==> src/rtl/regfile_pkg.sv <==
// Shared types and helpers for the multi-port register file with clear sweep.
package regfile_pkg;

    // Controller state: idle (normal writes) or clearing entries one per cycle
    typedef enum logic {
        IDLE  = 1'b0,
        SWEEP = 1'b1
    } state_t;

    // Address width for a given depth; never narrower than one bit
    function automatic int addr_w(input int depth);
        return (depth <= 2) ? 1 : $clog2(depth);
    endfunction

endpackage

==> src/rtl/regfile_mp_array.sv <==
// Storage array with per-entry valid bits, one write port and two
// combinational read ports. Write source (normal or sweep) is chosen by the parent.
module regfile_mp_array
    import regfile_pkg::*;
#(
    parameter int WIDTH = 4,
    parameter int DEPTH = 4,
    localparam int AW   = addr_w(DEPTH)
) (
    input  logic             clk,
    input  logic             rst,
    input  logic             wen,
    input  logic [AW-1:0]    waddr,
    input  logic [WIDTH-1:0] wdata,
    input  logic             wvalid,
    input  logic [AW-1:0]    raddr_a,
    input  logic [AW-1:0]    raddr_b,
    output logic [WIDTH-1:0] rdata_a,
    output logic             rvalid_a,
    output logic [WIDTH-1:0] rdata_b,
    output logic             rvalid_b
);

    logic [WIDTH-1:0] mem [DEPTH];
    logic [DEPTH-1:0] valid;

    // Entry and valid-bit update; reset wipes the whole array
    always_ff @(posedge clk) begin
        if (rst) begin
            for (int i = 0; i < DEPTH; i++) begin
                mem[i] <= '0;
            end
            valid <= '0;
        end else if (wen) begin
            mem[waddr]   <= wdata;
            valid[waddr] <= wvalid;
        end
    end

    assign rdata_a  = mem[raddr_a];
    assign rvalid_a = valid[raddr_a];
    assign rdata_b  = mem[raddr_b];
    assign rvalid_b = valid[raddr_b];

endmodule

==> src/rtl/regfile_mp_sweep.sv <==
// Parametrised two-read-port register file with valid bits, optional
// write-to-read bypass and a sequential clear-sweep engine.
module regfile_mp_sweep
    import regfile_pkg::*;
#(
    parameter int WIDTH  = 4,
    parameter int DEPTH  = 4,
    parameter bit BYPASS = 1'b1,
    localparam int AW    = addr_w(DEPTH)
) (
    input  logic             clk,
    input  logic             rst,
    input  logic             we,
    input  logic [AW-1:0]    waddr,
    input  logic [WIDTH-1:0] wdata,
    input  logic [AW-1:0]    raddr_a,
    input  logic [AW-1:0]    raddr_b,
    output logic [WIDTH-1:0] rdata_a,
    output logic [WIDTH-1:0] rdata_b,
    output logic             rvalid_a,
    output logic             rvalid_b,
    input  logic             clr_req,
    output logic             busy,
    output logic             wr_drop
);

    state_t           state_p0, state_nxt;
    logic [AW-1:0]    idx_p0, idx_nxt;

    logic             arr_wen;
    logic [AW-1:0]    arr_waddr;
    logic [WIDTH-1:0] arr_wdata;
    logic             arr_wvalid;

    logic [WIDTH-1:0] mem_a, mem_b;
    logic             mvld_a, mvld_b;
    logic             hit_a, hit_b;

    logic [WIDTH-1:0] rdata_a_p1, rdata_b_p1;
    logic             vld_a_p1, vld_b_p1;
    logic             wr_drop_p1;

    // FSM state and sweep index register
    always_ff @(posedge clk) begin
        if (rst) begin
            state_p0 <= IDLE;
            idx_p0   <= '0;
        end else begin
            state_p0 <= state_nxt;
            idx_p0   <= idx_nxt;
        end
    end

    // Next-state logic and array write-port selection (sweep overrides user writes)
    always_comb begin
        state_nxt  = state_p0;
        idx_nxt    = idx_p0;
        arr_wen    = 1'b0;
        arr_waddr  = waddr;
        arr_wdata  = wdata;
        arr_wvalid = 1'b1;
        case (state_p0)
            IDLE: begin
                arr_wen = we;
                if (clr_req) begin
                    state_nxt = SWEEP;
                    idx_nxt   = '0;
                end
            end
            SWEEP: begin
                arr_wen    = 1'b1;
                arr_waddr  = idx_p0;
                arr_wdata  = '0;
                arr_wvalid = 1'b0;
                idx_nxt    = idx_p0 + AW'(1);
                if (idx_p0 == AW'(DEPTH - 1)) begin
                    state_nxt = IDLE;
                end
            end
            default: begin
                state_nxt = IDLE;
            end
        endcase
    end

    regfile_mp_array #(
        .WIDTH (WIDTH),
        .DEPTH (DEPTH)
    ) u_array (
        .clk      (clk),
        .rst      (rst),
        .wen      (arr_wen),
        .waddr    (arr_waddr),
        .wdata    (arr_wdata),
        .wvalid   (arr_wvalid),
        .raddr_a  (raddr_a),
        .raddr_b  (raddr_b),
        .rdata_a  (mem_a),
        .rvalid_a (mvld_a),
        .rdata_b  (mem_b),
        .rvalid_b (mvld_b)
    );

    // Bypass covers both user writes and sweep clears hitting the read address
    assign hit_a = BYPASS && arr_wen && (raddr_a == arr_waddr);
    assign hit_b = BYPASS && arr_wen && (raddr_b == arr_waddr);

    // ---- stage p1: registered read data, valid bits and drop pulse ----
    always_ff @(posedge clk) begin
        if (rst) begin
            rdata_a_p1 <= '0;
            rdata_b_p1 <= '0;
            vld_a_p1   <= 1'b0;
            vld_b_p1   <= 1'b0;
            wr_drop_p1 <= 1'b0;
        end else begin
            rdata_a_p1 <= hit_a ? arr_wdata  : mem_a;
            vld_a_p1   <= hit_a ? arr_wvalid : mvld_a;
            rdata_b_p1 <= hit_b ? arr_wdata  : mem_b;
            vld_b_p1   <= hit_b ? arr_wvalid : mvld_b;
            wr_drop_p1 <= we && (state_p0 == SWEEP);
        end
    end

    assign rdata_a  = rdata_a_p1;
    assign rdata_b  = rdata_b_p1;
    assign rvalid_a = vld_a_p1;
    assign rvalid_b = vld_b_p1;
    assign wr_drop  = wr_drop_p1;
    assign busy     = (state_p0 == SWEEP);

endmodule

==> config.mk <==
export PLATFORM = sky130hd
export DESIGN_NAME = regfile_mp_sweep
export DESIGN_NICKNAME = d
export VERILOG_FILES = /design/src/rtl/regfile_pkg.sv /design/src/rtl/regfile_mp_array.sv /design/src/rtl/regfile_mp_sweep.sv
export SDC_FILE = /design/constraint.sdc
export NUM_CORES = 1
export LEC_CHECK = 0
export CORE_MARGIN = 5
export CORE_UTILIZATION = 54
export CTS_CLUSTER_DIAMETER = 60
export DETAILED_ROUTE_END_ITERATION = 8
export GPL_TIMING_DRIVEN = 0
export PLACE_DENSITY_LB_ADDON = 0.12
export SLEW_MARGIN = 20
export SYNTH_ARGS = -nofsm -noshare
export SYNTH_HDL_FRONTEND = slang
export SYNTH_SLANG_ARGS = --single-unit
==> constraint.sdc <==
create_clock -name clk -period 2.2 [get_ports clk]
set_input_delay 0.66 -clock clk [delete_from_list [all_inputs] [get_ports clk]]
set_output_delay 0.66 -clock clk [all_outputs]
set_load 0.02 [all_outputs]
### Yosys cells after proc, flatten, opt, wreduce, memory -nomap -nowiden

Memories as Yosys holds them, arrays and structs flattened. A register that Yosys moved wholly into a read port is not among the register bits.
Cells that the tools add are included.

* bits in writable memories: 16
* word-level logic and storage cells: 48
* input bits: 14
* register bits after elaboration: 10
* output and inout port bits: 12
* memories kept: 1

* bitwise gates (word level): 1
* reductions and logical operators: 5
* muxes and demuxes: 26
* $lt $le $gt $ge: 4
* add/subtract/negate cells: 1
* eq/ne operators: 4

Memory list
* u_array.mem: depth 4, bits a word 4, rd ports 2, clocked after Yosys merged registers in 2, wr ports 4, line regfile_mp_array.sv:24 `logic [WIDTH-1:0] mem [DEPTH];`

Operators by type and width (count)
* 2-to-1 mux 1 bit: 14
* less-than comparator 2 x 3 -> 1 bit (second input constant): 3
* 2-to-1 mux 4 bit: 2
* 2-to-1 mux 2 bit: 3
* binary-select mux 1 bit (select 2 bit): 2
* bitwise mux 4 bit: 1
* equality test 2 bit: 2
* logical AND 1 bit: 4
* case mux 1 bit (2 select lines): 2
* case mux 2 bit (2 select lines): 1
* OR reduction 4 bit: 1
* adder 2 x 1 -> 2 bit (second input constant): 1
* demux 1 bit (select 2 bit): 1
* equality test 2 bit (second input constant): 1
* >= comparator 2 x 1 -> 1 bit (second input constant): 1
* inequality test 2 bit (second input constant): 1
* NOT 1 bit: 1

### Longest topological paths before layout

Gate-level depths: netlist of the first run.

* depth after elaboration: 7
* depth in mapped cells: 6
* depth with buffers taken out: 5

### Cells and area by module

From an unflattened synthesis of the first run, not the netlist that was laid out.

* cells, all modules: 147
* area, all modules: 1786.7 um^2

By module, submodules not included
* regfile_mp_array: area an instance 1063.5 um^2, cells an instance 75, times used 1
* regfile_mp_sweep: area an instance 723.2 um^2, cells an instance 72, times used 1

### Worst setup path after synthesis of the first run

No wires, ideal clock.

* path kind: input port to flip-flop
* start point: in rst
* end point: mem u_array.mem[0][0] (enable)
* data arrival time: 1564 ps
* setup time: 350 ps
* path slack: 286 ps
* path buffers: 3
* required time: 1850 ps
* stages: 5
* cells stage by stage: buf_2 clkbuf_1 inv_1 clkbuf_1 o221ai_1

RTL lines
* start, declared: line regfile_mp_sweep.sv:12 `input logic rst,`
* end, declared: line regfile_mp_array.sv:24

==> flow_summary_export.csv, run 1 <==
group,metric,value,unit
routing,via_count,1372,
power,ir_drop,0.6144,mV
grt,grt_use_total,0.2015,
die,ioPinCount,26,
synth,ys_warn_count,0,
power,pwr_density_cell,712.1,nW/um2
sta,tightest_slew,0.4121,ns
finish,most-common-layout-cells,"21 x clkdlybuf4s50_1, 20 x nand2_1, 17 x dfxtp_1, 16 x nor2_1, 16 x edfxtp_1",
routing,finalWirelength,3.962,mm
finish,stdcell_area,2226,um2
finish,final_cell_count_no_fill,240,
placed_design,dp_slack,-0.6182,ns
synth,synth_area_leaders,"edfxtp_1 27%, dfxtp_1 20%, mux4_2 13%, mux2i_1 5.6%, nand2_1 4.2%",
clocking,clk_pin_slew,0.11,ns
worst_setup_path,path_class,"in2reg",
finish,fin_nets,208,
finish,fillCellCount,241,
finish,drive_gt1_frac,0.2216,
clocking,cts.sinks,34,
worst_setup_path,crit_required,2.31,ns
grt,grt_busiest_layer,"met2",
routing,vias_per_cell,5.717,
synth,synth_fp_nets,178,
placed_design,place.gp.congestion,0.8230,
sta,fmax,0.4704,GHz
routing,final_antenna_net_count,0,
grt,grt_util_met3,0.05491,
synth,synth.top_cell.area_share,0.2667,
synth,synth_area,1802,um2
routing,drtPass1Iterations,4,
routing,wl_per_cell,16.51,um
synth,synth_edf_count,16,
finish,antenna_cells,0,
sta,final.setup_skew,0.006085,ns
synth,synthArstFlopShare,0,
routing,drc,0,
synth,yosysTopAreaCell,"edfxtp_1",
grt,grt_max_degree,13,
placed_design,io_buffers,22,
die,die_h,67.76,um
outcome,status,"completed",
sta,max_slew_margin,0.7253,
die,coreArea,3284,um2
die,start_util,0.5486,
sta,finalCriticalPeriod,2.126,ns
synth,ys_ff_latch,34,
grt,grt_pass1_vias,1376,
grt,use_met1,0.2529,
die,fp.dieW,67.76,um
worst_setup_path,critPathLaunchType,"input pin",
die,die-area,4591,um2
finish,layout_commonest_cell,"clkdlybuf4s50_1",
sta,setup_violations,0,
sta,rsz0062_at_grt,"false",
worst_setup_path,path_max_fanout,8,
power,p_leak,0.8869,nW
sta,fin_crit_sh,0.9662,
clocking,cts_tree,"built",
clocking,cts_hold_repair.buffers,0,
clocking,clock_path_buffers,2,
sta,final_hold_viol_count,0,
clocking,cts_root_buf,"clkbuf_4",
sta,final_max_slew_viol_count,0,
placed_design,dp_hpwl,2.934,mm
sta,timing.final.ws_setup,0.07436,ns
finish,synthToLayoutAreaGrowth,23.54,%
synth,post_synth.cell_area_avg,11.05,um2
clocking,insertion_delay,0.35,ns
sta,tns,0,ns
worst_setup_path,cp-end-kind,"flop",
worst_setup_path,critPathArrivalTime,2.24,ns
grt,grt_antenna_before_repair,0,
worst_hold_path,hold_path.class,"reg2reg",
placed_design,place_inst,231,
synth,synthCells,163,
synth,yosys_most_used_dff,"dfxtp_1",
placed_design,place_area,2079,um2
clocking,cts_buffers,5,
grt,grt.overflow.total,0,
synth,ys_types,37,
run,maxCapViolCount,0,
routing,drtIter0Drc,95,
worst_setup_path,reg2reg_slack,0.52,ns
die,rows,21,
synth,yosysSeqAreaShare,0.4667,
grt,grt_pass1_wl,6.720,mm
clocking,htree_levels,2,
grt,gr-usage-met2,0.3256,
worst paths after layout:
| path | start | endpoint | depth (start not counted) |
|---|---|---|---|
| max | waddr[1] | u_array.mem[2][2] | 5 |
| min | u_array.valid[3] | u_array.valid[3] | 2 |
| max reg2reg | busy | u_array.mem[1][3] | 6 |
| min reg2reg | u_array.valid[3] | u_array.valid[3] | 2 |
worst max-delay path, stage by stage:
cell,delay (ns)
clkdlybuf4s50_1,0.54
or3b_1,0.52
a21oi_2,0.23
nand2b_1,0.22
nor2_1,0.06
synth_stat cells, types with 3 or more instances:
master / instances
nand2_1: 20
dfxtp_1: 18
edfxtp_1: 16
nor2_1: 16
mux2i_1: 10
mux4_2: 10
a21oi_1: 8
inv_1: 7
buf_2: 6
nor3b_1: 5
nand2b_1: 4
nand3_1: 4
xor2_1: 4
clkbuf_1: 3
layout make-up:
class	count	area (um2)	area share
tap	46	57.56	0.02586
sequential	34	842.1	0.3783
clock inverter	3	68.82	0.03092
timing repair buffer	23	230.2	0.1034
clock buffer	5	37.54	0.01686
buffer	11	67.56	0.03035
inverter	7	26.28	0.01180
multi-input combinational	111	895.9	0.4025
flip-flops by register name, indices dropped and copies added (netlist names):
name	cells
rvalid_b	1
idx_p0	2
busy	1
rdata_b	4
wr_drop	1
rvalid_a	1
u_array.valid	4
u_array.mem	16
rdata_a	4
where the power goes:
part	switching [mW]	internal [mW]
Sequential	0.0222	0.705
Clock	0.226	0.355
Combinational	0.143	0.134
Total	0.391	1.19
stage by stage:
stage | total power, mW | util | hold WS (ns)
finish | 1.585 | 0.6777 | 0.4855
global route | 1.655 | 0.6777 | 0.5183
CTS | 1.585 | 0.6690 | 0.4867
detailed placement | 1.008 | 0.6331 | 0.4662
global placement | 0.9975 | 0.6331 | 0.4562
floorplan | 0.9137 | - | 0.4430
routing by layer:
metal	vias to the layer above	share of wire
met5	-	0
met4	0	0.026
met2	55	0.49
met3	12	0.088
met1	648	0.39
li1	657	-
repair_timing:
item | in CTS | in global routing
gates resized for setup | 4 | 6
setup buffers | 0 | 1
setup endpoints to repair | 19 | 18
pin swaps | 0 | 1
kinds of logic (layout without fill, tap and decap cells):
family,count (synthesis),after routing,synth area share
xor gates and xnor gates,4,4,0.01944
and+or+nand+nor,62,62,0.1792
buffers and inverters,18,49,0.04792
AOI/OAI and AO/OA,24,24,0.09930
adders and majority gates,1,1,0.006943
DFF,34,34,0.4667
muxes,20,20,0.1806
Power figures use the tool's default switching activity.
==> run 2, diff against run 1 <==
PLACE_DENSITY = 0.79   (was default)
PLACE_DENSITY_LB_ADDON = default   (was 0.12)
==> flow_summary_export.csv, run 2 (same netlist as run 1, synthesis figures left out) <==
group,metric,value,unit
sta,finalCriticalPeriod,2.136,ns
finish,antenna_cells,0,
sta,final_hold_viol_count,0,
finish,most-common-layout-cells,"21 x clkdlybuf4s50_1, 20 x nand2_1, 18 x dfxtp_1, 16 x nor2_1, 16 x edfxtp_1",
worst_setup_path,r2r_end,"u_array.mem[2][3]",
worst_setup_path,path_class,"reg2out",
clocking,clk_pin_slew,0.11,ns
worst_hold_path,hold_path.class,"reg2reg",
sta,fin_crit_sh,0.9708,
routing,finalWirelength,3.802,mm
grt,grt_pass1_wl,6.403,mm
grt,grt_antenna_before_repair,0,
placed_design,dp_hpwl,2.875,mm
routing,vias_per_cell,5.837,
finish,synthToLayoutAreaGrowth,22.71,%
outcome,status,"completed",
power,pwr_density_cell,706.9,nW/um2
power,p_leak,0.8762,nW
power,ir_drop,0.6478,mV
routing,wl_per_cell,15.91,um
worst_setup_path,crit_buf_inv,1,
worst_setup_path,cp_cell_sequence,"clkdlybuf4s50_1",
sta,tightest_slew,0.4170,ns
sta,timing.final.ws_setup,0.06429,ns
placed_design,dp_slack,-0.5810,ns
finish,fin_nets,207,
worst_setup_path,cp.depth,1,
clocking,cts_tree,"built",
routing,drtPass1Iterations,4,
placed_design,place.gp.congestion,0.8451,
clocking,htree_levels,2,
grt,grt.overflow.total,0,
run,maxCapViolCount,0,
routing,drtIter0Drc,159,
die,rows,21,
clocking,cts.sinks,34,
die,fp.dieW,67.76,um
sta,tns,0,ns
worst_setup_path,slowest_stage,"clkdlybuf4s50_1",
sta,max_slew_margin,0.7220,
worst_hold_path,worstHoldPathCells,2,
worst_setup_path,critPathArrivalTime,1.48,ns
worst_hold_path,hold_start,"u_array.valid[3]",
placed_design,place_inst,231,
sta,final.setup_skew,0.009316,ns
clocking,cts_root_buf,"clkbuf_4",
sta,rsz0062_at_grt,"false",
routing,drc,0,
worst_setup_path,max_stage_delay,0.66,ns
worst_hold_path,min_to,"u_array.valid[3]",
clocking,insertion_delay,0.34,ns
worst_setup_path,reg2reg_slack,0.47,ns
finish,fin_util,0.6731,
finish,regMostFlops,"u_array.mem",
die,ioPinCount,26,
finish,largest_reg_flops,16,
finish,final_cell_count_no_fill,239,
clocking,post_cts.repair.setup_buffers,0,
grt,grt_max_degree,12,
sta,fmax,0.4682,GHz
clocking,clock_path_buffers,2,
worst_setup_path,path_max_fanout,6,
die,die_h,67.76,um
routing,final_antenna_net_count,0,
sta,setup_violations,0,
finish,drive_gt1_frac,0.2073,
grt,grt_pass1_vias,1363,
die,start_util,0.5486,
placed_design,io_buffers,22,
worst_setup_path,critPathLaunchType,"flop",
worst_setup_path,cp-end-kind,"primary output",
clocking,cts_buffers,5,
worst_setup_path,r2r-start,"busy",
clocking,cts_hold_repair.buffers,0,
worst_setup_path,worstRegToRegCells,4,
worst_setup_path,crit_family,"buffers and inverters",
finish,layout_commonest_cell,"clkdlybuf4s50_1",
grt,grt_use_total,0.1893,
routing,via_count,1395,
die,coreArea,3284,um2
die,die-area,4591,um2
worst_setup_path,crit_required,1.54,ns
sta,final_max_slew_viol_count,0,
run 2: worst register-to-register path, stage by stage (launching register included):
cell,delay [ns]
dfxtp_1,0.48
buf_6,0.19
or2b_1,0.20
nor3b_1,0.09
or3b_2,0.51
run 2: power by group:
part,leakage [nW],switching [mW],internal [mW]
Sequential,0.317,0.0215,0.704
Combinational,0.506,0.142,0.132
Clock,0.0528,0.213,0.350
run 2: what timing repair did:
item,CTS,global route
setup endpoints to repair,16,10
resized for setup,6,3
pin swaps,0,0
run 2: layer usage:
| layer | wire length, um | vias up | global-route usage |
|---|---|---|---|
| li1 | - | 657 | - |
| met1 | 1503 | 667 | 0.2289 |
| met2 | 1884 | 64 | 0.3159 |
| met3 | 343 | 7 | 0.04992 |
| met4 | 70 | 0 | 0.08101 |
| met5 | 0 | - | 0 |
run 2: worst max path at each step:
stage / startpoint / to / slack [ns]
2_1_floorplan: rst / u_array.mem[0][0] / 0.29
3_3_place_gp: rst / u_array.mem[0][0] / -0.52
3_5_place_dp: rst / u_array.mem[0][2] / -0.58
4_1_cts: rst / u_array.mem[0][2] / 0.02
5_1_grt: rst / u_array.mem[3][3] / 0.003
6_report: busy / busy / 0.06
run 2: final cells by class:
| type | count | area (um2) |
|---|---|---|
| plain buffers | 11 | 67.56 |
| clock buffers | 5 | 37.54 |
| clock inverters | 3 | 63.81 |
| fillers | 237 | 1074 |
| inverters | 7 | 26.28 |
| multi-input cells | 111 | 894.6 |
| flip-flops and latches | 34 | 840.8 |
| well taps | 46 | 57.56 |
| repair buffers | 22 | 222.7 |
run 2: through the flow:
stage / hold WS (ns) / total power, mW / cell area (um2)
after floorplan: 0.4430 / 0.9137 / 1802
after global routing: 0.5051 / 1.631 / 2211
after detailed placement: 0.4670 / 1.007 / 2079
after CTS: 0.4815 / 1.568 / 2200
after global placement: 0.4587 / 0.9974 / 2079
final: 0.4815 / 1.563 / 2211
==> run 3, diff against run 2 <==
--- a/config.mk
+++ b/config.mk
@@ -6,4 +6,5 @@
 export NUM_CORES = 1
 export LEC_CHECK = 0
+export ABC_AREA = 1
 export CORE_MARGIN = 5
 export CORE_UTILIZATION = 54
==> constraint.sdc (replaced) <==
create_clock -name clk -period 2.2 [get_ports clk]
set_input_delay 0.22 -clock clk [delete_from_list [all_inputs] [get_ports clk]]
set_output_delay 0.22 -clock clk [all_outputs]
set_load 0.05 [all_outputs]
==> flow_summary_export.csv, run 3 <==
group,metric,value,unit
outcome,status,"completed",
finish,regMostFlops,"u_array.mem",
grt,grt_antenna_before_repair,0,
synth,synth_fp_nets,247,
worst_setup_path,cp-end-kind,"primary output",
sta,final_max_slew_viol_count,0,
synth,synth_most_common_cell,"nor2_1",
die,rows,21,
clocking,htree_levels,2,
synth,synth_edf_count,16,
synth,yosysTopAreaCell,"edfxtp_1",
worst_setup_path,crit_required,1.98,ns
sta,fmax,0.5868,GHz
finish,antenna_cells,0,
worst_setup_path,critPathArrivalTime,1.48,ns
synth,yosysSeqAreaShare,0.4641,
clocking,clk_pin_slew,0.09,ns
grt,grt.overflow.total,0,
finish,fin_util,0.6602,
sta,rsz0062_at_grt,"false",
worst_hold_path,hold_path.class,"reg2reg",
finish,fillCellCount,291,
routing,wl_per_cell,12.59,um
worst_setup_path,path_max_fanout,2,
synth,synth.top_cell.area_share,0.2652,
placed_design,place.gp.congestion,0.8738,
synth,yosys_most_used_dff,"dfxtp_1",
routing,drtIter0Drc,96,
finish,synthToLayoutAreaGrowth,19.68,%
die,die_h,67.92,um
worst_setup_path,critPathLaunchType,"flop",
sta,tns,0,ns
worst_setup_path,path_class,"reg2out",
routing,vias_per_cell,5.170,
worst_setup_path,cp_cell_sequence,"clkdlybuf4s50_1",
sta,max_slew_margin,0.6592,
synth,synth_area,1812,um2
synth,post_synth.cell_area_avg,7.809,um2
synth,synth_area_leaders,"edfxtp_1 27%, dfxtp_1 20%, nor2_1 8.7%, nand2_1 7.3%, o21ai_0 7.2%",
grt,grt_use_total,0.1931,
finish,stdcell_area,2168,um2
routing,finalWirelength,3.916,mm
grt,grt_pass1_vias,1542,
synth,ys_types,25,
placed_design,dp_hpwl,2.958,mm
worst_setup_path,max_stage_delay,0.80,ns
routing,drc,0,
synth,synthTopCellsByCount,"42 x nor2_1, 35 x nand2_1, 26 x o21ai_0, 20 x inv_1, 18 x dfxtp_1",
grt,grt_max_degree,11,
finish,drive_gt1_frac,0.1094,
worst_setup_path,crit_buf_inv,1,
synth,synthCells,232,
clocking,cts_buffers,5,
die,fp.dieW,67.92,um
clocking,clock_path_buffers,2,
routing,final_antenna_net_count,0,
grt,grt_pass1_wl,6.672,mm
synth,ys_warn_count,0,
run,maxCapViolCount,0,
die,start_util,0.5516,
clocking,post_cts.repair.setup_buffers,0,
sta,setup_violations,0,
clocking,cts_root_buf,"clkbuf_4",
clocking,cts_tree,"built",
finish,largest_reg_flops,16,
placed_design,place_area,2120,um2
power,p_leak,0.8893,nW
sta,fin_crit_sh,0.7747,
die,coreArea,3284,um2
routing,via_count,1608,
placed_design,io_buffers,25,
clocking,cts_hold_repair.buffers,0,
routing,drtPass1Iterations,4,
sta,tightest_slew,0.5096,ns
clocking,cts.sinks,34,
finish,fin_nets,279,
worst_setup_path,slowest_stage,"clkdlybuf4s50_1",
finish,layout_commonest_cell,"nor2_1",
finish,most-common-layout-cells,"42 x nor2_1, 35 x nand2_1, 26 x o21ai_0, 25 x clkdlybuf4s50_1, 20 x inv_1",
worst_setup_path,crit_family,"buffers and inverters",
sta,final.setup_skew,0.008928,ns
power,ir_drop,0.3656,mV
clocking,cts_resized,0,
die,die-area,4613,um2
sta,finalCriticalPeriod,1.704,ns
clocking,insertion_delay,0.34,ns
sta,timing.hold.ws,0.4847,ns
synth,ys_ff_latch,34,
sta,final_hold_viol_count,0,
die,ioPinCount,26,
synth,synthArstFlopShare,0,
power,pwr_density_cell,666.7,nW/um2
## run 3: cell count changes after synthesis, sizes merged, moves of 5 or more
cell / change
nand3: +11
o21ai: +28
mux4: -10
nand2: +26
mux2i: -10
inv: +18
nor3b: -5
a21oi: +5
nor2: +30
## run 3: where the power goes
part / leakage [nW] / switching, mW / internal (mW)
Clock: 0.0265 / 0.200 / 0.127
Combinational: 0.546 / 0.256 / 0.133
Sequential: 0.317 / 0.0169 / 0.712
Total: 0.889 / 0.473 / 0.973
## run 3: logic make-up (layout without fill, tap and decap cells)
logic type,count (synthesis),count (layout),synth area share
AO/OA/AOI/OAI,49,49,0.1450
XOR/XNOR,4,4,0.01934
adder cells (fa/ha/maj),1,1,0.006905
buffers and inverters,34,67,0.08425
flip-flops,34,34,0.4641
AND/OR/NAND/NOR,110,110,0.2804
## run 3: stage by stage
step / power [mW] / setup slack, ns / std cells
after detailed placement: 1.133 / 0.2773 / 303
after floorplan: 1.013 / 0.4564 / 232
final: 1.446 / 0.4958 / 311
after global routing: 1.521 / 0.4362 / 311
after global placement: 1.125 / 0.3060 / 303
after CTS: 1.449 / 0.4825 / 311
## run 3: layout make-up
class	count	area (um2)	share of cell area
inverters	26	100.1	0.04616
plain buffers	8	52.55	0.02424
well taps	46	57.56	0.02654
multi-input cells	164	818.3	0.3774
repair buffers	25	250.2	0.1154
clock buffers	8	48.80	0.02250
flip-flops and latches	34	840.8	0.3878
## run 3: metal layers
metal	global-route usage	routed length [um]	vias up	share of wire
li1	-	-	825	-
met1	0.2246	1684	735	0.43
met2	0.3309	1928	41	0.49
met3	0.05747	245	7	0.063
met4	0.07692	58	0	0.015
met5	0	0	-	0
## run 3: worst paths after layout
kind / start / endpoint / slack, ns / cells after the start
worst max-delay path: busy / busy / 0.50 / 1
worst min-delay path: idx_p0[1] / idx_p0[1] / 0.48 / 2
worst max register to register: busy / u_array.mem[2][1] / 0.58 / 7
worst min register to register: idx_p0[1] / idx_p0[1] / 0.48 / 2
